==> config.mk <==
export PLATFORM = sky130hd
export DESIGN_NAME = fetch_stage_hs
export DESIGN_NICKNAME = d
export VERILOG_FILES = /design/src/rtl/fetch_stage_hs.sv
export SDC_FILE = /design/constraint.sdc
export NUM_CORES = 1
export LEC_CHECK = 0
export BUFFER_PORTS_ARGS = -buffer_cell sky130_fd_sc_hd__buf_2
export CORE_MARGIN = 8
export CORE_UTILIZATION = 40
export DETAILED_ROUTE_END_ITERATION = 16
export GPL_TIMING_DRIVEN = 0
export PLACE_DENSITY = 0.63
export REMOVE_ABC_BUFFERS = 1
export SLEW_MARGIN = 20
export SYNTH_ARGS = -nofsm -noshare
export SYNTH_HDL_FRONTEND = slang
export SYNTH_SLANG_ARGS = --single-unit
==> constraint.sdc <==
create_clock -name clk -period 2 [get_ports clk]
set_input_delay 0.2 -clock clk [delete_from_list [all_inputs] [get_ports clk]]
set_output_delay 0.2 -clock clk [all_outputs]
set_load 0.1 [all_outputs]
==> src/rtl/fetch_stage_hs.sv <==
// ---------------------------------------------------------------------------
// fetch_stage_hs
//
// Handshaked instruction-fetch stage (pre-IF + IF) for a 5-stage LoongArch
// pipeline. The pre-IF part computes nextpc and issues a read to a
// synchronous-read instruction SRAM (1-cycle latency). The IF part holds the
// returned {pc, inst} until ID accepts it through a valid/allowin handshake.
//
// ID stalls are absorbed without refetching. Taken branches cancel the
// wrong-path instruction, including branches that resolve while ID stalls.
//
// Ports
//   clk              in   clock, all state updates on the rising edge
//   reset            in   synchronous active-high reset
//   ds_allowin       in   ID can accept an instruction this cycle
//   br_taken         in   branch redirect from ID (single-cycle pulse)
//   br_target        in   redirect target, valid with br_taken
//   inst_sram_en     out  SRAM read request
//   inst_sram_we     out  byte write enables, always zero
//   inst_sram_addr   out  request address (nextpc)
//   inst_sram_wdata  out  write data, always zero
//   inst_sram_rdata  in   read data, valid the cycle after a request
//   fs_to_ds_valid   out  {fs_pc, fs_inst} valid toward ID
//   fs_pc            out  PC of the instruction held in IF
//   fs_inst          out  instruction word held in IF
// ---------------------------------------------------------------------------
module fetch_stage_hs #(
    parameter logic [31:0] RESET_PC = 32'h1c000000
) (
    input  logic        clk,
    input  logic        reset,
    input  logic        ds_allowin,
    input  logic        br_taken,
    input  logic [31:0] br_target,
    output logic        inst_sram_en,
    output logic [3:0]  inst_sram_we,
    output logic [31:0] inst_sram_addr,
    output logic [31:0] inst_sram_wdata,
    input  logic [31:0] inst_sram_rdata,
    output logic        fs_to_ds_valid,
    output logic [31:0] fs_pc,
    output logic [31:0] fs_inst
);

    // IF stage state
    logic        r_fs_valid;
    logic [31:0] r_fs_pc;
    // redirect that could not be issued in the cycle it arrived
    logic        r_br_pending;
    logic [31:0] r_br_target_buf;
    // copy of the SRAM word taken on the first stalled cycle, so the SRAM
    // output is free to change while ID is stalled
    logic        r_buf_valid;
    logic [31:0] r_inst_buf;

    logic        w_to_fs_valid;
    logic        w_fs_ready_go;
    logic        w_fs_allowin;
    logic        w_issue;
    logic [31:0] w_seq_pc;
    logic [31:0] w_nextpc;
    logic        w_defer_redirect;

    assign w_to_fs_valid = ~reset;
    assign w_fs_ready_go = 1'b1;
    assign w_fs_allowin  = ~r_fs_valid | (w_fs_ready_go & ds_allowin);
    assign w_issue       = w_to_fs_valid & w_fs_allowin;

    // sequential PC wraps modulo 2^32
    assign w_seq_pc = r_fs_pc + 32'd4;
    assign w_nextpc = r_br_pending ? r_br_target_buf :
                      br_taken     ? br_target       :
                                     w_seq_pc;

    // A redirect is parked in the target buffer when it cannot be issued
    // this cycle (IF is full and ID is stalled), or when an older redirect
    // is already pending: the pending target owns nextpc this cycle, so the
    // read issued now is wrong-path and the newer target must win.
    assign w_defer_redirect = br_taken & (~w_fs_allowin | r_br_pending);

    always_ff @(posedge clk) begin
        if (reset) begin
            r_fs_valid      <= 1'b0;
            r_fs_pc         <= RESET_PC - 32'd4;
            r_br_pending    <= 1'b0;
            r_br_target_buf <= 32'h0;
            r_buf_valid     <= 1'b0;
            r_inst_buf      <= 32'h0;
        end else if (w_defer_redirect) begin
            r_fs_valid      <= 1'b0;
            r_br_pending    <= 1'b1;
            r_br_target_buf <= br_target;
            r_buf_valid     <= 1'b0;
        end else if (w_issue) begin
            r_fs_pc      <= w_nextpc;
            r_fs_valid   <= 1'b1;
            r_br_pending <= 1'b0;
            r_buf_valid  <= 1'b0;
        end else if (r_fs_valid && ds_allowin) begin
            r_fs_valid  <= 1'b0;
            r_buf_valid <= 1'b0;
        end else if (r_fs_valid && !ds_allowin && !r_buf_valid && !br_taken) begin
            // first stalled cycle: the SRAM still shows the word for fs_pc
            r_inst_buf  <= inst_sram_rdata;
            r_buf_valid <= 1'b1;
        end
    end

    assign inst_sram_en    = w_issue;
    assign inst_sram_we    = 4'h0;
    assign inst_sram_addr  = w_nextpc;
    assign inst_sram_wdata = 32'h0;

    // The instruction in IF is wrong-path whenever ID redirects (no delay
    // slot); reset also masks it so ID never sees a stale instruction.
    assign fs_to_ds_valid = r_fs_valid & ~br_taken & ~reset;
    assign fs_pc          = r_fs_pc;
    assign fs_inst        = r_buf_valid ? r_inst_buf : inst_sram_rdata;

endmodule

Word-level counts from Yosys, hierarchy flattened:

Index checks and enable logic that the tools add are counted.

* register bits after elaboration: 99
* input bits: 68
* output and inout port bits: 134
* word-level logic and storage cells: 40

* $add $sub $neg: 1
* mux-type cells: 7
* bitwise logic cells: 13
* reductions and logical operators: 13

Operators by type and width (number)
* $mux 32: 3
* $add 32x3->32 const B: 1
* $not 1->1: 7
* $and 1x1->1: 4
* $logic_and 1x1->1: 4
* $mux 1: 4
* $reduce_and 4->1: 1
* $reduce_bool 2->1: 2
* $reduce_or 4->1: 1
* $logic_not 1->1: 3
* $or 1x1->1: 2
* $reduce_and 2->1: 1
* $reduce_or 2->1: 1

Longest topological paths before layout:

* depth in word-level cells: 7
* mapped depth: 7
* depth with buffers taken out: 6

Least setup slack after synthesis:

OpenSTA, ideal clock, no wires.

* path type: reg-to-reg
* start point: register r_fs_pc[2] (netlist: fs_pc[2])
* end point: register r_fs_pc[8] (netlist: fs_pc[8])
* library setup time: 0.067 ns
* arrival: 4.507 ns
* required time: 1.933 ns
* slack: -2.574 ns
* stages on the path, launching flop included: 7
* path buffers: 0
* clock period less this slack: 4.574 ns
* cell sequence: dfxtp_1 > ha_1 > and3_1 > nand3_1 > xor2_1 > a221oi_1 > a21o_1

* cells in the longest elaborated chain, start to end: 3

Ends and longest elaborated chain
* start: declaration: RTL line 47 `logic [31:0] r_fs_pc;`
* start signal: assignment: RTL line 84 `r_fs_pc <= RESET_PC - 32'd4;`
* start signal: assignment: RTL line 95 `r_fs_pc <= w_nextpc;`
* $add 32x3->32: RTL line 70 `assign w_seq_pc = r_fs_pc + 32'd4;`
* $mux 32: RTL line 72 `br_taken ? br_target :`
* $mux 32: RTL line 71 `assign w_nextpc = r_br_pending ? r_br_target_buf :`
* net inst_sram_addr[8]: RTL line 37 `output logic [31:0] inst_sram_addr,`

The timed path passes the listed nets, and every way through them passes these cells.
A chain may end at the register's enable or synchronous reset.

Worst setup path after layout:

* start point: register r_fs_pc[3] (netlist: fs_pc[3])
* end point: output port inst_sram_addr[26]

* cells in the longest elaborated chain, start to end: 3

Ends and longest elaborated chain (RTL line)
* $add 32x3->32: 70
* $mux 32: 72
* $mux 32: 71
* end: declaration: 37

Every way passes these cells.

==> results.sh <==
export IMPL_status="complete, but fails checks"
export IMPL_violations="negative setup slack"
export IMPL_fmax_ghz=0.414
export IMPL_fin_ws_ps=-417
export IMPL_synth_enable_flop_cells=0
export IMPL_period_needed_ps=2420
export IMPL_hp_class="primary input to flop"
export IMPL_ys_seq_area_share_pct=35.7
export IMPL_slew_violations=0
export IMPL_cts_tree="built"
export IMPL_final_hold_violation_count=0
export IMPL_synthArstFlopShare_pct=0
export IMPL_synthCells=723
export IMPL_grt_pass1_vias=5638
export IMPL_rrSetupSlack_ps=80
export IMPL_nets=1002
export IMPL_path_clk_slew_ps=70
export IMPL_synth_ff_type="dfxtp_1"
export IMPL_syn2layout_area_growth_pct=49.3
export IMPL_clockBufferDepth=2
export IMPL_globalRoute_totalOverflow=0
export IMPL_drv_cap=0
export IMPL_fillers=1214
export IMPL_r2r_end="fs_pc[16]"
export IMPL_grt_pass1_wl_um=29500
export IMPL_coreArea_um2=13700
export IMPL_worstSkewPairLatency_ps=350
export IMPL_relSlewSlack_pct=60.2
export IMPL_hold_start="inst_sram_rdata[15]"
export IMPL_synth_area_leaders="dfxtp_1 36%, nand2_1 12%, a21oi_1 7.9%"
export IMPL_synth_distinct_cells=58
export IMPL_finalPower_w=0.00794
export IMPL_crit_required_ps=1800
export IMPL_synth_area_um2=5550
export IMPL_setup_tns_ps=-6650
export IMPL_hold_depth=3
export IMPL_post_route_period_util_pct=121
export IMPL_yosysTopAreaCellShare_pct=35.7
export IMPL_drive_gt1_share_pct=42.8
export IMPL_r2r_cells=8
export IMPL_wl_per_cell_um=17.9
export IMPL_via_per_inst=5.41
export IMPL_cp_start_kind="flop"
export IMPL_die_h_um=134
export IMPL_cp_max_fo=5
export IMPL_min_to="r_inst_buf[15]"
export IMPL_grt_start_max_net_pins=45
export IMPL_worstSetupPathType="flop to primary output"
export IMPL_peakVddDrop_uv=401
export IMPL_reg2reg_from="fs_pc[3]"
export IMPL_hpwl_um=12100
export IMPL_yosysTopAreaCell="dfxtp_1"
export IMPL_placed_area_um2=6420
export IMPL_ant_nets=0
export IMPL_yosys_warnings=0
export IMPL_drc=0
export IMPL_rsz0062_at_grt="true"
export IMPL_port_buffers=165
export IMPL_root_buffer="clkbuf_16"
export IMPL_crit_start="fs_pc[3]"
export IMPL_stdcell_area_um2=8280
export IMPL_antenna_found_initial=0
export IMPL_postCtsHoldBufs=0
export IMPL_insertedDiodeCount=0
export IMPL_drtPass1Iterations=5
export IMPL_synth_area_per_cell_um2=7.67
export IMPL_rows=43
export IMPL_critPathArrivalTime_ps=2220
export IMPL_dr_total_vias=6049
export IMPL_track_usage_pct=20.1
export IMPL_wirelength_um=20000
export IMPL_ys_seq_elements=99
export IMPL_crit_path_end_kind="primary output"
export IMPL_skew_ps=7.99
export IMPL_htree_levels=3
export IMPL_cts_buffers=9
export IMPL_cts_sinks=99
export IMPL_drtIter0Drc=552
export IMPL_start_util_pct=40.4
export IMPL_leakage_nw=3.41
export IMPL_tightest_slew_ps=598
export IMPL_power_density_nw_per_um2=960
export IMPL_dieWidth_um=134
export IMPL_die_area_um2=17900
export IMPL_gp_congestion=0.783
export IMPL_io_pins=202
export IMPL_setup_violations=26
[metrics by stage]
stage	util [%]	cells	setup slack, ps	hold slack [ps]
floorplan	-	675	-2570	269
global placement	45.7	1020	-4150	439
detailed placement	46.8	1026	-1450	447
CTS	55.8	1080	-402	70.1
global route	60.3	1118	-485	87.8
finish	60.3	1118	-417	89.5
[routing by layer]
metal  track usage, %  wire [um]  vias up  share of wire (%)
li1                 -          -     2882                  -
met1             23.9       8090     2825                 40
met2             33.0       9670      312                 48
met3             6.29       1840       30                9.2
met4             8.36        408        0                2.0
met5                0          0        -                  0
[cells in the final DEF (no fill, tap or decap), drive strengths merged, types with 6 or more instances in the layout]
master  count
and3       12
xnor2      16
nand2     184
nor4        8
nor2       25
o21ai      35
o21a        6
clkbuf     15
nand3      15
nand4       6
o221ai      6
a21oi      88
conb       36
mux2       34
or3         9
a31oi      12
o22a        6
dfxtp      99
buf       242
inv         9
mux2i       8
nor3       12
[state kept, by name (all words and copies together), names as in the netlist]
register         flops
r_br_target_buf     32
r_inst_buf          32
r_fs_valid           1
fs_pc               32
r_br_pending         1
r_buf_valid          1
[worst max-delay path: stages (launching register included)]
cell     delay [ps]
dfxtp_4         380
ha_4            140
and3_4          220
nand4_4         140
or4_4           440
and3_4          200
o21ai_4         160
buf_12          190
[power by group]
| part | internal (W) | total [W] | switching (W) | leakage, nW |
|---|---|---|---|---|
| Clock | 0.00104 | 0.00182 | 0.000783 | 0.153 |
| Sequential | 0.00213 | 0.00231 | 0.000181 | 0.815 |
| Combinational | 0.000985 | 0.00382 | 0.00283 | 2.45 |
[cells in the mapped netlist (3+ instances only)]
cell type and number:
or3_1 9, a31oi_1 12, inv_1 10, a21o_1 4, o22ai_1 4, and3_1 12
o2bb2ai_1 3, o21a_1 6, nor3_1 12, mux2i_1 8, a2bb2oi_1 5, o221ai_1 5
mux2_2 34, dfxtp_1 99, nor4_1 3, clkbuf_1 37, nand2_1 183, nor2_1 25
o22a_1 6, buf_4 37, a21oi_1 88, nand3_1 13, nor4_2 3, buf_1 6
o21ai_0 33, nand2b_1 4, xnor2_1 16, xor2_1 5
[logic make-up (layout without fill, tap and decap cells)]
family,Yosys count,after routing,synth area share (%)
fa+ha+maj,1,1,0.226
other cells,1,36,0.0676
buf+inv,94,272,9.05
mux,42,42,8.35
xor+xnor,21,21,3.32
compound gates,181,181,19.2
flops,99,99,35.7
simple gates,284,286,24.1
[repair_timing]
action                                  in CTS  in global routing
endpoints found under the setup margin     156                 46
buffers inserted                            37                 38
resized for setup                          179                 72
pin swaps                                   25                 38
cloned                                       1                  2
[layout make-up]
type | instances | area, um^2 | area share [%]
repair buffers | 245 | 1880 | 22.7
flip-flops and latches | 99 | 2050 | 24.8
clock inverters | 4 | 48.8 | 0.589
multi-input cells | 567 | 3740 | 45.2
well taps | 180 | 225 | 2.72
inverters | 11 | 71.3 | 0.862
clock buffers | 12 | 256 | 3.10
[worst max-delay path by stage]
stage	to	slack, ps	cells past startpoint
floorplan	fs_pc[8]	-2570	6
global placement	r_br_target_buf[12]	-4150	4
detailed placement	inst_sram_addr[16]	-1450	6
CTS	inst_sram_addr[26]	-400	7
global route	inst_sram_addr[30]	-480	8
finish	inst_sram_addr[26]	-420	7
(Power assumes the default switching activity.)
